[src/rtl/instr_fetch.sv]
// Instruction-fetch initiator: owns the PC, the branch-delay-slot sequencing,
// J/JAL target formation and halt detection on a jump to address 0.
module instr_fetch #(
  parameter logic [31:0] RESET_VECTOR = 32'hBFC00000
) (
  input  logic        clk,
  input  logic        reset,
  output logic [31:0] instr_address,
  input  logic [31:0] instr_readdata,
  input  logic        stall,
  input  logic        redirect_valid,
  input  logic [31:0] redirect_target,
  output logic        fetch_valid,
  output logic [31:0] fetch_pc,
  output logic [31:0] fetch_instr,
  output logic        active,
  output logic        fetch_error
);

  typedef enum logic [1:0] {
    RUN    = 2'd0,
    DELAY  = 2'd1,
    HALTED = 2'd2
  } state_e;

  state_e      state_q;
  logic [31:0] pc_q;
  logic [31:0] target_q;
  logic        error_q;

  logic [31:0] pc_plus4;
  logic [31:0] jump_target;
  logic        is_jump;
  logic        consume;

  assign pc_plus4    = pc_q + 32'd4;
  // J (000010) and JAL (000011) differ only in the opcode LSB.
  assign is_jump     = (instr_readdata[31:27] == 5'b00001);
  assign jump_target = {pc_plus4[31:28], instr_readdata[25:0], 2'b00};
  assign consume     = (state_q != HALTED) && !stall;

  // NOTE: sequential state is updated with non-blocking assignments only, so
  // every branch below reads the pre-edge values of pc_q and target_q.
  always_ff @(posedge clk) begin
    if (reset) begin
      state_q  <= RUN;
      pc_q     <= RESET_VECTOR;
      target_q <= 32'd0;
      error_q  <= 1'b0;
    end else if (consume) begin
      unique case (state_q)
        RUN: begin
          pc_q <= pc_plus4;
          if (is_jump) begin
            target_q <= jump_target;
            state_q  <= DELAY;
          end else if (redirect_valid) begin
            target_q <= redirect_target;
            state_q  <= DELAY;
          end
        end
        DELAY: begin
          // The delay slot is never itself a control transfer; the first target wins.
          if (target_q == 32'd0) begin
            pc_q    <= 32'd0;
            state_q <= HALTED;
          end else if (target_q[1:0] != 2'b00) begin
            pc_q    <= target_q;
            error_q <= 1'b1;
            state_q <= HALTED;
          end else begin
            pc_q    <= target_q;
            state_q <= RUN;
          end
        end
        default: state_q <= HALTED;
      endcase
    end
  end

  assign instr_address = pc_q;
  assign fetch_pc      = pc_q;
  assign fetch_instr   = instr_readdata;
  assign fetch_valid   = (state_q != HALTED);
  assign active        = (state_q != HALTED);
  assign fetch_error   = error_q;

endmodule

[config.mk]
export PLATFORM = sky130hd
export DESIGN_NAME = instr_fetch
export DESIGN_NICKNAME = d
export VERILOG_FILES = /design/src/rtl/instr_fetch.sv
export SDC_FILE = /design/constraint.sdc
export NUM_CORES = 1
export LEC_CHECK = 0
export ABC_AREA = 1
export BUFFER_PORTS_ARGS = -buffer_cell sky130_fd_sc_hd__buf_4
export CAP_MARGIN = 10
export CORE_MARGIN = 10
export CORE_UTILIZATION = 51
export DETAILED_ROUTE_END_ITERATION = 16
export PLACE_DENSITY = 0.89
export SYNTH_ARGS = -nofsm -noshare
export SYNTH_HDL_FRONTEND = slang
export SYNTH_SLANG_ARGS = --single-unit
[constraint.sdc]
create_clock -name clk -period 2.14 [get_ports clk]
set_clock_uncertainty 0.2 [all_clocks]
set_input_delay 0.642 -clock clk [delete_from_list [all_inputs] [get_ports clk]]
set_output_delay 0.642 -clock clk [all_outputs]
set_load 0.01 [all_outputs]
==> results of run 1 <==
==> cells in the mapped netlist, types with 7 or more instances <==
cell type	n	share of area, %
a21oi_1	63	6.8
buf_2	12	1.3
buf_4	66	11
clkbuf_1	15	1.2
dfxtp_1	67	29
inv_1	81	6.5
nand2_1	253	20
nand3_1	38	4.1
nor2_1	49	4.0
nor2_4	7	1.7
o211ai_1	9	1.5
o21ai_0	41	4.4
==> metal layers <==
metal,global-route usage [%],up-vias,share of wire [%]
met3,7.65,9,11
li1,-,2511,-
met2,31.6,209,45
met4,3.38,0,0.61
met1,24.4,2107,44
met5,0,-,0
==> cell families after synthesis <==
kind of cell             after synthesis  share of synthesized area (%)
flip-flops                            67                           28.9
AND/OR/NAND/NOR                      373                           34.6
adder cells (fa/ha/maj)                1                          0.269
XOR/XNOR                               2                          0.377
AO/OA/AOI/OAI                        130                           15.3
buffers and inverters                181                           20.6
==> worst paths after layout <==
| path | start | to | slack [ps] | cells past startpoint |
|---|---|---|---|---|
| setup / recovery | state_q[0] | active | 70 | 3 |
| hold / removal | target_q[15] | fetch_pc[15] | 270 | 2 |
| setup reg to reg | fetch_pc[2] | fetch_pc[28] | 230 | 12 |
| hold reg to reg | target_q[15] | fetch_pc[15] | 270 | 2 |
==> power by group <==
group,total [mW],switching [mW],internal (mW)
Combinational,0.798,0.422,0.376
Sequential,1.43,0.0965,1.34
Clock,1.21,0.545,0.666
Total,3.44,1.06,2.38
==> state kept, by name, indices dropped and copies added (netlist names) <==
| name | count |
|---|---|
| fetch_error | 1 |
| fetch_pc | 32 |
| target_q | 32 |
| state_q | 2 |
==> per-stage QoR <==
stage	setup WS, ps	hold slack, ps	instances	cell area [sq um]
global route	25.2	286	966	5770
global placement	141	237	950	5550
floorplan	322	237	754	4650
finish	68.2	267	966	5770
CTS	62.7	268	966	5770
detailed placement	53.8	249	950	5550
==> worst register-to-register path, delay by kind of cell, from the launching register on <==
kind                     cells  cell delay (ps)
AND/OR/NAND/NOR             10              830
flip-flops                   1              420
adder cells (fa/ha/maj)      1              250
buffers and inverters        1              120
==> timing repair <==
action / in CTS / in global routing
hold buffers: 0 / 0
buffers inserted: 0 / 0
endpoints found under the setup margin: 2 / 0
gates resized for setup: 1 / 0
==> area by class of cell <==
type / count / area [sq um] / area share (%)
clock buffers: 9 / 124 / 2.15
clock inverters: 7 / 98.8 / 1.71
inverters: 86 / 323 / 5.59
multi-input cells: 506 / 2350 / 40.7
flip-flops and latches: 67 / 1340 / 23.2
well taps: 108 / 135 / 2.34
repair buffers: 183 / 1400 / 24.2
==> impl_metrics.py, run 1 <==
metrics = {
    "floorplanning": {
        "start_util_pct": 52.8,
        "rows": 34,
        "die_area_sq_mm": 0.0133,
        "die_x_microns": 115,
        "io_pins": 167,
        "fp.coreArea_sq_mm": 0.00881,
        "die_h_microns": 115,
    },
    "worst_setup_path": {
        "critPathBufInv": 2,
        "crit_arrival_ps": 1230,
        "path_max_fanout": 11,
        "worst_ep_required_time_ps": 1300,
        "crit_slowest_cell": "dfxtp_1",
        "crit_path_end_kind": "output port",
        "crit_path_cell_trace": "inv_2 -> nand2_1 -> buf_4",
        "worst_path_largest_cell_delay_ps": 340,
        "cp-start-kind": "flop",
        "criticalPathCategory": "reg2out",
        "critPathTopFamily": "buffers and inverters",
    },
    "timing": {
        "finalHoldViolCount": 0,
        "setup_tns_ps": 0,
        "relSlewSlack_pct": 76.9,
        "report.final.slew_viol_count": 0,
        "fin_crit_sh_pct": 96.8,
        "finalSetupViolations": 0,
        "tightest_slew_ps": 346,
        "period_minus_slack_ps": 2070,
        "fmax_ghz": 0.483,
        "rsz0062_at_grt": "false",
    },
    "clock_network": {
        "clkTransAtPathRegs_ps": 80,
        "cts-root-buf": "clkbuf_8",
        "clock_latency_ps": 360,
        "cts-htree-levels": 3,
        "tritoncts": "yes",
        "cts.sinks": 67,
        "clockBufferDepth": 2,
        "numCtsBuffers": 9,
    },
    "global_routing": {
        "grt-ovfl-total": 0,
        "grt_pass1_vias": 4631,
        "grt_max_degree": 33,
        "grt_pass1_wl_microns": 21700,
        "antenna_found_initial": 0,
        "grtUsageTotal_pct": 19.5,
    },
    "synth": {
        "yosys_warnings": 0,
        "netlist_instances": 754,
        "synthFlopType": "dfxtp_1",
        "synth_edf_count": 0,
        "synth_cell_types": 34,
        "syn_area_per_cell_sq_um": 6.16,
        "synth_area_sq_mm": 0.00465,
        "syn-num-nets": 823,
        "seq_area_frac_synth_pct": 28.9,
        "ys_async_sr_fraction_pct": 0,
        "ys_ff_latch": 67,
    },
    "detailed_routing": {
        "dr.pass1.iters": 6,
        "vias": 4836,
        "drc": 0,
        "via_per_inst": 5.01,
        "wl_per_cell_microns": 13.9,
        "drt_wl_total_microns": 13500,
        "dr.first_iter.drc_count": 274,
        "ant_nets": 0,
    },
    "placement": {
        "gp_congestion": 0.881,
        "port_buffers": 164,
        "hpwl_microns": 10700,
    },
    "worst_hold_path": {
        "min_path_type": "reg2reg",
    },
    "power_and_ir_drop": {
        "p_leak_nw": 2.96,
        "total_power_mw": 3.44,
        "p_per_area_mw_per_mm2": 596,
        "vdd_drop_max_mv": 0.392,
    },
    "layout": {
        "n_antenna_cell": 0,
        "fin_util_pct": 65.5,
        "syn_to_final_growth_pct": 24.1,
        "layout_commonest_cell": "nand2_1",
        "n_fill_cell": 755,
        "nets": 922,
        "layout-drive-gt1-share_pct": 26.7,
        "final_cell_mix": "nand2_1 (253), buf_4 (181), inv_1 (80)",
    },
    "run_status": {
        "status": "finished, final reports clean",
    },
    "flow_run": {
        "cap_violations": 0,
    },
}
(Power assumes the default switching activity.)
==> run 2, diff against run 1 <==
--- a/config.mk
+++ b/config.mk
@@ -8,8 +8,10 @@
 export ABC_AREA = 1
 export BUFFER_PORTS_ARGS = -buffer_cell sky130_fd_sc_hd__buf_4
 export CAP_MARGIN = 10
+export CELL_PAD_IN_SITES_DETAIL_PLACEMENT = 0
+export CELL_PAD_IN_SITES_GLOBAL_PLACEMENT = 1
 export CORE_MARGIN = 10
-export CORE_UTILIZATION = 51
+export CORE_UTILIZATION = 34
 export DETAILED_ROUTE_END_ITERATION = 16
 export PLACE_DENSITY = 0.89
 export SYNTH_ARGS = -nofsm -noshare
==> constraint.sdc (replaced) <==
create_clock -name clk -period 2.3 [get_ports clk]
set_clock_uncertainty 0.2 [all_clocks]
set_input_delay 0.69 -clock clk [delete_from_list [all_inputs] [get_ports clk]]
set_output_delay 0.69 -clock clk [all_outputs]
set_load 0.01 [all_outputs]
==> impl_metrics.py, run 2 (same netlist as run 1, synthesis figures left out) <==
metrics = {
    "detailed_routing": {
        "ant_nets": 0,
        "drc": 0,
        "dr.first_iter.drc_count": 304,
        "drt_wl_total_microns": 14600,
        "dr.pass1.iters": 4,
        "wl_per_cell_microns": 14.2,
        "via_per_inst": 4.64,
        "vias": 4771,
    },
    "floorplanning": {
        "rows": 42,
        "die_area_sq_mm": 0.0187,
        "fp.coreArea_sq_mm": 0.0133,
        "start_util_pct": 35.0,
        "die_x_microns": 137,
        "io_pins": 167,
        "die_h_microns": 137,
    },
    "global_routing": {
        "grt_pass1_wl_microns": 23300,
        "grt_max_degree": 33,
        "grt_pass1_vias": 4655,
        "antenna_found_initial": 0,
        "grtUsageTotal_pct": 15.4,
        "grt-ovfl-total": 0,
    },
    "placement": {
        "pre_cts_ws_ps": 174,
        "gp_congestion": 0.815,
        "port_buffers": 164,
        "hpwl_microns": 11600,
    },
    "layout": {
        "n_antenna_cell": 0,
        "layout-drive-gt1-share_pct": 26.1,
        "fin_util_pct": 44.4,
        "layout_commonest_cell": "nand2_1",
        "syn_to_final_growth_pct": 27.1,
        "n_fill_cell": 1436,
        "final_cell_mix": "nand2_1 (253), buf_4 (176), inv_1 (81)",
        "nets": 918,
    },
    "timing": {
        "fin_hold_ws_ps": 256,
        "fin_ws_ps": 234,
        "period_minus_slack_ps": 2070,
        "relSlewSlack_pct": 74.6,
        "finalSetupViolations": 0,
        "fmax_ghz": 0.484,
        "setup_tns_ps": 0,
        "fin_crit_sh_pct": 89.8,
        "tightest_slew_ps": 381,
        "finalHoldViolCount": 0,
        "report.final.slew_viol_count": 0,
        "rsz0062_at_grt": "false",
    },
    "clock_network": {
        "cts_setup_buffers": 0,
        "numCtsBuffers": 9,
        "ctsHoldBuffers": 0,
        "ctsResizeCount": 0,
        "clockBufferDepth": 2,
        "tritoncts": "yes",
        "clock_latency_ps": 340,
        "cts-htree-levels": 3,
        "cts.sinks": 67,
        "cts-root-buf": "clkbuf_16",
        "clkTransAtPathRegs_ps": 50,
    },
    "worst_setup_path": {
        "crit_arrival_ps": 1180,
        "path_max_fanout": 5,
        "crit_path_end_kind": "output port",
        "worst_ep_required_time_ps": 1410,
        "cp-start-kind": "flop",
        "criticalPathCategory": "reg2out",
    },
    "power_and_ir_drop": {
        "p_per_area_mw_per_mm2": 585,
        "p_leak_nw": 2.97,
        "vdd_drop_max_mv": 0.334,
    },
    "flow_run": {
        "cap_violations": 0,
    },
    "run_status": {
        "status": "finished, final reports clean",
    },
    "worst_hold_path": {
        "min_path_type": "reg2reg",
    },
}
## run 2: cell types whose count changed in the layout (fill, tap and decap cells not counted), sizes merged
cell,change
buf,-4
inv,-3
clkinv,+2
bufinv,-1
clkinvlp,+1
## run 2: worst max-delay path, stage by stage, from the launching register on
cell and delay (ps):
dfxtp_1 330, inv_1 160, nand2_1 170, buf_4 180
## run 2: area by class of cell
class / count / area (sq um) / area share, %
well taps: 176 / 220 / 3.73
flip-flops and latches: 67 / 1340 / 22.7
clock buffers: 9 / 225 / 3.81
repair buffers: 179 / 1380 / 23.4
inverters: 86 / 323 / 5.46
multi-input cells: 506 / 2350 / 39.8
clock inverters: 6 / 67.6 / 1.14
## run 2: where the power goes
| group | internal (mW) | leakage (nW) | switching (mW) |
|---|---|---|---|
| Clock | 0.834 | 0.137 | 0.550 |
| Sequential | 1.24 | 0.552 | 0.0940 |
| Combinational | 0.346 | 2.28 | 0.390 |
## run 2: through the flow
step                instance area [sq um]  power, mW  cells
global placement                     5620       2.10   1014
floorplan                            4650       1.82    754
CTS                                  5910       3.49   1029
global route                         5910       3.64   1029
finish                               5910       3.46   1029
detailed placement                   5620       2.11   1014
## run 2: worst paths after layout
check	depth (start not counted)	endpoint	from	slack (ps)
setup / recovery	3	active	state_q[0]	230
hold / removal	2	fetch_error	fetch_error	260
setup reg to reg	12	fetch_pc[28]	fetch_pc[3]	330
hold reg to reg	2	fetch_error	fetch_error	260
## run 2: routing by layer
layer  vias up  GRT usage [%]  wire length (microns)
met1      2086           19.7                   6660
met2       172           23.4                   6350
met3        15           5.61                   1340
met4         0           5.39                    244
li1       2498              -                      -
met5         -              0                      0
==> run 3, diff against run 2 <==
--- a/config.mk
+++ b/config.mk
@@ -11,9 +11,9 @@
 export CELL_PAD_IN_SITES_DETAIL_PLACEMENT = 0
 export CELL_PAD_IN_SITES_GLOBAL_PLACEMENT = 1
 export CORE_MARGIN = 10
-export CORE_UTILIZATION = 34
+export CORE_UTILIZATION = 30
 export DETAILED_ROUTE_END_ITERATION = 16
-export PLACE_DENSITY = 0.89
+export PLACE_DENSITY = 0.8
 export SYNTH_ARGS = -nofsm -noshare
 export SYNTH_HDL_FRONTEND = slang
 export SYNTH_SLANG_ARGS = --single-unit
==> impl_metrics.py, run 3 (same netlist as run 1, synthesis figures left out) <==
metrics = {
    "run_status": {
        "status": "finished, final reports clean",
    },
    "layout": {
        "n_antenna_cell": 0,
        "nets": 921,
        "syn_to_final_growth_pct": 28.6,
        "layout_commonest_cell": "nand2_1",
        "layout-drive-gt1-share_pct": 26.3,
        "final_cell_mix": "nand2_1 (253), buf_4 (178), inv_1 (81)",
    },
    "detailed_routing": {
        "via_per_inst": 4.52,
        "dr.first_iter.drc_count": 282,
        "drt_wl_total_microns": 15100,
        "ant_nets": 0,
        "vias": 4722,
        "dr.pass1.iters": 4,
        "wl_per_cell_microns": 14.5,
        "drc": 0,
    },
    "worst_setup_path": {
        "worst_ep_required_time_ps": 1410,
        "crit_path_end_kind": "output port",
        "rrSetupSlack_ps": 340,
        "criticalPathCategory": "reg2out",
        "path_max_fanout": 7,
        "cp-start-kind": "flop",
        "crit_arrival_ps": 1210,
    },
    "floorplanning": {
        "die_x_microns": 144,
        "io_pins": 167,
        "rows": 45,
        "die_area_sq_mm": 0.0209,
        "die_h_microns": 144,
        "start_util_pct": 30.6,
        "fp.coreArea_sq_mm": 0.0152,
    },
    "global_routing": {
        "met2_usage_pct": 21.8,
        "grt-ovfl-total": 0,
        "top_usage_layer": "met2",
        "met3_usage_pct": 4.36,
        "grtUsageTotal_pct": 14.2,
        "grt_pass1_vias": 4678,
        "use_met1_pct": 18.5,
        "grt_max_degree": 48,
        "grt_pass1_wl_microns": 23900,
        "antenna_found_initial": 0,
    },
    "clock_network": {
        "numCtsBuffers": 9,
        "cts.sinks": 67,
        "cts-root-buf": "clkbuf_16",
        "tritoncts": "yes",
        "clkTransAtPathRegs_ps": 50,
        "clockBufferDepth": 2,
        "ctsHoldBuffers": 0,
        "cts-htree-levels": 3,
        "clock_latency_ps": 330,
        "ctsResizeCount": 0,
        "cts_setup_buffers": 0,
    },
    "power_and_ir_drop": {
        "total_power_mw": 3.56,
        "p_per_area_mw_per_mm2": 596,
        "p_leak_nw": 3.00,
        "vdd_drop_max_mv": 0.350,
    },
    "timing": {
        "relSlewSlack_pct": 77.7,
        "finalSetupViolations": 0,
        "setup_tns_ps": 0,
        "period_minus_slack_ps": 2100,
        "tightest_slew_ps": 332,
        "fin_crit_sh_pct": 91.4,
        "report.final.slew_viol_count": 0,
        "fmax_ghz": 0.475,
        "finalHoldViolCount": 0,
        "rsz0062_at_grt": "false",
    },
    "flow_run": {
        "cap_violations": 0,
    },
    "placement": {
        "port_buffers": 164,
        "gp_congestion": 0.839,
        "hpwl_microns": 12100,
    },
    "worst_hold_path": {
        "min_path_type": "reg2reg",
    },
}
[run 3: metrics by stage]
step	hold WS (ps)	setup WS, ps	instance area [sq um]	instances	utilization, %
finish	269	197	5980	1045	39.3
global route	284	118	5980	1045	39.3
CTS	261	185	5980	1045	39.3
detailed placement	250	117	5670	1029	37.3
global placement	255	144	5670	1029	37.3
floorplan	237	434	4650	754	-
[run 3: critical path: stages, from the launching register on]
cell     delay [ps]
dfxtp_1         330
inv_1           190
nand2_1         180
buf_4           190
[run 3: final cells by class]
type	count	area [sq um]
sequential	67	1340
clock inverter	5	77.6
timing repair buffer	182	1420
inverter	86	323
fill	1663	9230
clock buffer	11	233
multi-input combinational	506	2350
tap	188	235
[run 3: final timing paths]
check,startpoint,end,cells after the start
setup / recovery,state_q[0],fetch_valid,3
hold / removal,fetch_error,fetch_error,2
setup reg to reg,fetch_pc[3],fetch_pc[28],12
hold reg to reg,fetch_error,fetch_error,2
[run 3: metal layers]
metal	vias up	wire, microns
li1	2514	-
met2	164	6480
met3	16	1350
met4	0	238
met1	2028	7040
met5	-	0
[run 3: report_power, final]
part	total, mW	internal, mW	switching, mW
sequential	1.34	1.24	0.0957
clock	1.47	0.946	0.528
combinational	0.748	0.353	0.394
